### src/rtl/fetch_seq.sv
// Instruction-fetch sequencer: owns the PC, runs one req/gnt/rvalid fetch at a time and
// buffers the returned word for decode. Optional misaligned-target trap: FETCH_MISALIGN_TRAP_EN.
module fetch_seq #(
    parameter logic [31:0] RESET_PC   = 32'h0000_3000,
    parameter logic [31:0] EXC_VECTOR = 32'h0000_4180
) (
    input  logic        clk_i,
    input  logic        rstn_i,
    output logic        imem_req_o,
    output logic [31:0] imem_addr_o,
    input  logic        imem_gnt_i,
    input  logic        imem_rvalid_i,
    input  logic [31:0] imem_rdata_i,
    output logic        if_valid_o,
    output logic [31:0] if_instr_o,
    output logic [31:0] if_pc_o,
    input  logic        if_ready_i,
    input  logic        redirect_valid_i,
    input  logic [1:0]  npc_op_i,
    input  logic [31:0] redir_pc_i,
    input  logic [25:0] imm_i,
    input  logic [31:0] pcjr_i,
    output logic        misalign_o
);

    localparam logic [1:0] StIdle = 2'd0;
    localparam logic [1:0] StReq  = 2'd1;
    localparam logic [1:0] StResp = 2'd2;
    localparam logic [1:0] StHold = 2'd3;

    localparam logic [1:0] NpcPlus4  = 2'b00;
    localparam logic [1:0] NpcBranch = 2'b01;
    localparam logic [1:0] NpcJump   = 2'b10;
    localparam logic [1:0] NpcJumpR  = 2'b11;

    logic [1:0]  state_q, state_d;
    logic [31:0] fetch_pc_q, fetch_pc_d;
    logic        kill_q, kill_d;
    logic [31:0] instr_q, instr_d;
    logic [31:0] if_pc_q, if_pc_d;
    logic        misalign_q, misalign_d;

    logic [31:0] pc_plus4;
    logic [31:0] br_off;
    logic [31:0] target_raw;
    logic [31:0] target;
    logic        target_mis;
    logic        redirect;

    always_comb begin
        pc_plus4   = redir_pc_i + 32'd4;
        br_off     = {{14{imm_i[15]}}, imm_i[15:0], 2'b00};
        target_raw = pc_plus4;
        case (npc_op_i)
            NpcPlus4:  target_raw = pc_plus4;
            NpcBranch: target_raw = pc_plus4 + br_off;
            NpcJump:   target_raw = {pc_plus4[31:28], imm_i, 2'b00};
            NpcJumpR:  target_raw = pcjr_i;
            default:   target_raw = pc_plus4;
        endcase
    end

`ifdef FETCH_MISALIGN_TRAP_EN
    assign target_mis = |target_raw[1:0];
    assign target     = target_mis ? EXC_VECTOR : target_raw;
`else
    // Without the trap, a misaligned target is silently rounded down to a word boundary.
    assign target_mis = 1'b0;
    assign target     = {target_raw[31:2], 2'b00};
    logic unused_exc_vector;
    assign unused_exc_vector = ^EXC_VECTOR;
`endif

    assign redirect = redirect_valid_i && (state_q != StIdle);

    always_comb begin
        state_d    = state_q;
        fetch_pc_d = fetch_pc_q;
        kill_d     = kill_q;
        instr_d    = instr_q;
        if_pc_d    = if_pc_q;
        misalign_d = 1'b0;

        unique case (state_q)
            StIdle: begin
                state_d    = StReq;
                fetch_pc_d = RESET_PC;
                kill_d     = 1'b0;
            end
            StReq: begin
                // A granted request on the old path must still be drained, so mark it killed.
                if (imem_gnt_i) begin
                    state_d = StResp;
                    kill_d  = redirect;
                end
            end
            StResp: begin
                if (imem_rvalid_i) begin
                    kill_d = 1'b0;
                    if (kill_q || redirect) begin
                        state_d = StReq;
                    end else begin
                        state_d = StHold;
                        instr_d = imem_rdata_i;
                        if_pc_d = fetch_pc_q;
                    end
                end else if (redirect) begin
                    kill_d = 1'b1;
                end
            end
            StHold: begin
                if (redirect) begin
                    state_d = StReq;
                end else if (if_ready_i) begin
                    state_d    = StReq;
                    fetch_pc_d = if_pc_q + 32'd4;
                end
            end
            default: state_d = StIdle;
        endcase

        if (redirect) begin
            fetch_pc_d = target;
            misalign_d = target_mis;
        end
    end

    always_ff @(posedge clk_i) begin
        if (!rstn_i) begin
            state_q    <= StIdle;
            fetch_pc_q <= RESET_PC;
            kill_q     <= 1'b0;
            instr_q    <= 32'd0;
            if_pc_q    <= RESET_PC;
            misalign_q <= 1'b0;
        end else begin
            state_q    <= state_d;
            fetch_pc_q <= fetch_pc_d;
            kill_q     <= kill_d;
            instr_q    <= instr_d;
            if_pc_q    <= if_pc_d;
            misalign_q <= misalign_d;
        end
    end

    assign imem_req_o  = (state_q == StReq);
    assign imem_addr_o = fetch_pc_q;
    assign if_valid_o  = (state_q == StHold);
    assign if_instr_o  = instr_q;
    assign if_pc_o     = if_pc_q;
    assign misalign_o  = misalign_q;

endmodule

### config.mk
export PLATFORM = sky130hd
export DESIGN_NAME = fetch_seq
export DESIGN_NICKNAME = d
export VERILOG_FILES = /design/src/rtl/fetch_seq.sv
export SDC_FILE = /design/constraint.sdc
export NUM_CORES = 1
export LEC_CHECK = 0
export ABC_AREA = 1
export CORE_MARGIN = 2
export CORE_UTILIZATION = 53
export CTS_CLUSTER_SIZE = 8
export DETAILED_ROUTE_END_ITERATION = 7
export MAX_ROUTING_LAYER = met4
export PLACE_DENSITY = 0.87
export SLEW_MARGIN = 5
export SYNTH_ARGS = -nofsm -noshare
export SYNTH_HDL_FRONTEND = slang
export SYNTH_SLANG_ARGS = --single-unit
### constraint.sdc
create_clock -name clk_i -period 9.49 [get_ports clk_i]
set_clock_uncertainty 0.2 [all_clocks]
set_input_delay 1.898 -clock clk_i [delete_from_list [all_inputs] [get_ports clk_i]]
set_output_delay 1.898 -clock clk_i [all_outputs]
set_load 0.05 [all_outputs]
Word level (Yosys, flattened, before mapping)
Index checks and enable logic that the tools add are counted.
{"block": "word_totals", "ram_bits": 0, "ff_bits": 99, "elab_cells": 50, "romBits": 0, "latch_bits": 0, "n_memories": 0}
{"block": "classes", "n_shift": 0, "n_bitwise": 2, "muxes": 14, "n_eq_ne": 11, "n_lt_le_gt_ge": 0, "reduce_logical": 14, "mul": 0, "div_mod_pow": 0, "add_sub_neg": 3}
{"operator": "$pmux 32 s4", "n": 1}
{"operator": "$add 32x3->32 const B", "n": 2}
{"operator": "$mux 32", "n": 2}
{"operator": "$pmux 32 s2", "n": 1}
{"operator": "$add 32x32->32", "n": 1}
{"operator": "$mux 2", "n": 5}
{"operator": "$reduce_and 3->1", "n": 3}
{"operator": "$eq 2x2->1 const B", "n": 4}
{"operator": "$pmux 2 s4", "n": 1}
{"operator": "$reduce_bool 3->1", "n": 2}
{"operator": "$eq 2x1->1 const B", "n": 2}
{"operator": "$logic_not 2->1", "n": 2}
{"operator": "$ne 2x1->1 const B", "n": 2}
{"operator": "$reduce_and 2->1", "n": 2}
{"operator": "$reduce_bool 2->1", "n": 2}
{"operator": "$mux 1", "n": 3}
{"operator": "$ne 3x1->1 const B", "n": 1}
{"operator": "$ne 3x3->1 const B", "n": 1}
{"operator": "$pmux 1 s3", "n": 1}
{"operator": "$ne 2x2->1 const B", "n": 1}
{"operator": "$not 1->1", "n": 2}
{"operator": "$reduce_or 2->1", "n": 1}
{"operator": "$logic_and 1x1->1", "n": 1}
{"operator": "$logic_or 1x1->1", "n": 1}

Logic depth before layout (Yosys ltp)
{"block": "logic_depth", "depth_word": 6, "depth_mapped": 24, "ltp_nobuf": 24}

Worst setup path before layout
OpenSTA, ideal clock, no wires.
{"block": "synth_timing", "path_type": "input port to flip-flop", "start": "input redir_pc_i[2]", "end": "register fetch_pc_q[31] (netlist: imem_addr_o[31])", "n_path_buf": 0, "setup_time_ns": 0.132, "t_arrival_ns": 4.028, "setup_slack_ns": 5.129, "cell_stages": 20, "path_cell_list": "nand3_1 -> nor2_1 -> nand3_2 -> nor2_2 -> nand2_2 -> nor2_1 -> xor2_1 -> inv_1 -> ha_1 -> nand2_1 -> inv_1 -> nand2_1 -> nor3b_1 -> nand2_1 -> nand2_1 -> nand2_1 -> nand3_1 -> nand3_1 -> nand2_1 -> a21oi_1"}
{"block": "synth_via", "elab_chain_len": 4}
{"item": "start: declaration", "line_no": "20", "source": "input logic [31:0] redir_pc_i,"}
{"item": "$add 32x3->32 (*)", "line_no": "51", "source": "pc_plus4 = redir_pc_i + 32'd4;"}
{"item": "$add 32x32->32", "line_no": "56", "source": "NpcBranch: target_raw = pc_plus4 + br_off;"}
{"item": "$pmux 32 s4 (*)", "line_no": "54", "source": "case (npc_op_i)"}
{"item": "$mux 32 (*)", "line_no": "122", "source": "if (redirect) begin"}
{"item": "end signal: assignment", "line_no": "138", "source": "fetch_pc_q <= fetch_pc_d;"}
{"item": "end: declaration", "line_no": "37", "source": "logic [31:0] fetch_pc_q, fetch_pc_d;"}
Mark *: on every way between the ends. The rest lies on a longest branch, timed or not.
A chain may end at the register's enable or synchronous reset.

Worst setup path in the final report
Ends and elaborated chain as after synthesis.

==> impl_results.md <==
* WL/cell at 17.1 µm
* Final Critical Period at 5330 ps
* Yosys warns at 0
* Post-DRT Antenna Nets at 0
* IO buf count at 223
* Dpl hpwl at 23600 µm
* Finished layout cell area at 0.0108 mm²
* Largest family of logic cells by synthesized area: simple AND/OR/NAND/NOR gates
* Placed cells at 1735
* Crit path kind: primary input to register
* Pre-CTS setup slack at 3890 ps
* Die Wd at 128 µm
* Via count at 10000
* XOR/XNOR share of the synthesized area at 2.97%
* Pwr Total at 1.38 mW
* RSZ-0062 raised after global routing: false
* Max cap viols at 0
* Synth Area in Compound Gates at 19.6%
* R2R Path Start: state_q[0]
* Critical Path Start Type: primary input
* Period utilisation layout at 56.2%
* Hold Path Cell Cnt at 2
* Endpoints failing setup at 0
* Worst hold start: if_instr_o[2]
* R2R depth at 10
* Flop2flop setup slack at 6330 ps
* Drt via density at 5.73
* Post-CTS Setup Inserts at 0
* Layout cells sized above 1 at 5.05%
* Clock-pin slew on the worst setup and hold paths at 70 ps
* Setup tns final at 0 ps
* Hold-fix buffers at CTS at 0
* P_leak at 4.51 nW
* Antenna violations before repair at 0
* Avg Synthesized Cell Area at 6.03 µm²
* Worst EP arrival at 5350 ps
* Asr flop ratio synth at 0%
* Reg2Reg Capture Point: imem_addr_o[13]
* Detailed Route WL at 29900 µm
* Yosys reg bits at 99
* Slew HR at 46.1%
* Die area at 0.0165 mm²
* Adder-cell share of the synthesized area at 6.49%
* Starting density of the core at 54.2%
* PD cells at 127 mW/mm²
* Synth cell types at 48
* HP Class: register to register
* Final Max Tran Viols at 0
* Worst-margin pin slew at 805 ps
* # rows at 45
* Cell Area, Synth at 0.00821 mm²
* First-pass GRT wire length at 46900 µm
* Hold path endpoint: if_instr_o[2]
* Critical Path RT at 9510 ps
* CP endpoint kind: register
* Worst-Skew Late Latency at 350 ps
* Layout Nets at 1730
* Fmax achieved at 0.188 GHz
* Simple-gate share of the synthesized area at 37.1%
* # H-tree levels at 3
* Cell count after synthesis at 1361
* Area Overhead vs Synth at 32.1%
* Top FF cell, synth: dfxtp_1
* Crit Path Max Fanout at 5
* Clk buf depth at 2
* DRC viols at 0
* Non-Filler Instances at 1751
* DR iter-0 viols at 994
* Seq/Total Area, Yosys at 24.1%
* Clock Sinks at 99
* Die Y at 128 µm
* Number of global-route vias before repair at 9167
* Syn Nets at 1533
* Status: completed
* TritonRoute pass-1 iters at 6
* Cell Area, Placed at 0.0106 mm²
* Post-synthesis mux area share at 0%
* Pin count of the biggest net entering global routing at 88
* Setup ws final at 4160 ps
* Resized cells post-CTS at 0
* GRT overflow at 0
* CTS tree: done
* IO Count at 229
* CTS buffer count at 9
* Tot GR Track Use at 37.0%
* Gpl congestion at 1.01
* Maximum VDD drop at 87.8 µV
* Number of synthesized flops with an enable pin at 0
* # diodes at 0
* Root Buffer: clkbuf_16
* Core Area at 0.0151 mm²
* Final hold vios at 0
==> routing by layer <==
layer | share of wire (%) | GRT usage [%]
met1 | 41 | 46.9
met5 | 0 | -
met3 | 8.7 | 4.49
met4 | 5.2 | 18.1
met2 | 45 | 58.5
==> cell usage after synthesis, types with 6 or more instances <==
library cell	instances	area share, %
nand3_1	80	4.9
nor4_1	6	0.46
or2_2	8	0.61
ha_1	41	6.2
inv_2	9	0.41
nand2_2	7	0.53
xnor2_1	11	1.2
inv_1	147	6.7
nor2_1	104	4.8
xor2_1	15	1.6
nand4_1	26	2.0
a21oi_1	145	8.8
clkinv_1	6	0.27
a31oi_1	9	0.69
nor3_1	23	1.4
nor2_2	8	0.61
nand2_1	405	19
clkbuf_1	37	1.7
dfxtp_1	99	24
buf_2	6	0.37
o211ai_1	8	0.73
o21ai_0	83	5.1
a221oi_1	16	1.7
==> sequential cells by signal, indices dropped and copies added (netlist names) <==
name,count
if_instr_o,32
if_pc_o,32
imem_addr_o,32
kill_q,1
state_q,2
==> critical path, stage by stage <==
cell             delay, ps
clkdlybuf4s50_1        540
inv_1                  120
nor2_1                 200
nand2_2                120
nor2_4                 160
nand4_2                140
xor2_1                 360
inv_1                   90
ha_1                   370
nand2_1                130
nor2_1                 190
nand2_1                130
nor3b_1                270
nand2_1                 80
nand2_1                 70
nand2_1                 50
nand3_1                 70
nand3_1                160
nand2_1                110
a21oi_1                 60
==> cell type report <==
| class | instances | area (µm²) |
|---|---|---|
| clock buffers | 9 | 225 |
| clock inverters | 7 | 58.8 |
| fillers | 1364 | 4300 |
| inverters | 162 | 608 |
| multi-input cells | 1055 | 5440 |
| flip-flops and latches | 99 | 1980 |
| well taps | 188 | 235 |
| repair buffers | 231 | 2290 |
==> kinds of logic after synthesis <==
logic type	after synthesis
and+or+nand+nor	695
AOI/OAI and AO/OA	290
buffers and inverters	207
DFF	99
adders and majority gates	42
xor gates and xnor gates	27
other	1
==> where the power goes <==
part / leakage (nW) / switching [mW] / internal (mW)
sequential: 0.803 / 0.0301 / 0.445
combinational: 3.57 / 0.360 / 0.194
clock: 0.139 / 0.170 / 0.183
==> worst max-delay path by stage <==
stage	from	endpoint	slack (ps)	cells after the start
5_1_grt	redir_pc_i[2]	imem_addr_o[31]	3870	20
6_report	redir_pc_i[2]	imem_addr_o[31]	4160	20
2_1_floorplan	redir_pc_i[2]	imem_addr_o[31]	5130	20
3_3_place_gp	redir_pc_i[2]	imem_addr_o[31]	3940	20
4_1_cts	redir_pc_i[2]	imem_addr_o[31]	4230	20
3_5_place_dp	redir_pc_i[2]	imem_addr_o[31]	3890	20
==> placed cells by master, fill, tap and decap left out, drive strengths merged, types with 29 or more instances in the layout <==
cell type      count
nor2             115
ha                41
inv              160
nand2            412
nor3              29
o21ai             86
dfxtp             99
nand3             84
a21oi            148
clkdlybuf4s50    223
==> metrics by stage <==
stage               utilization [%]  hold slack (ps)
floorplan                         -              244
global placement               69.7              251
detailed placement             69.7              256
CTS                            71.6              267
global route                   71.6              283
finish                         71.6              263
Note: power is estimated with default switching activity, not from simulation.
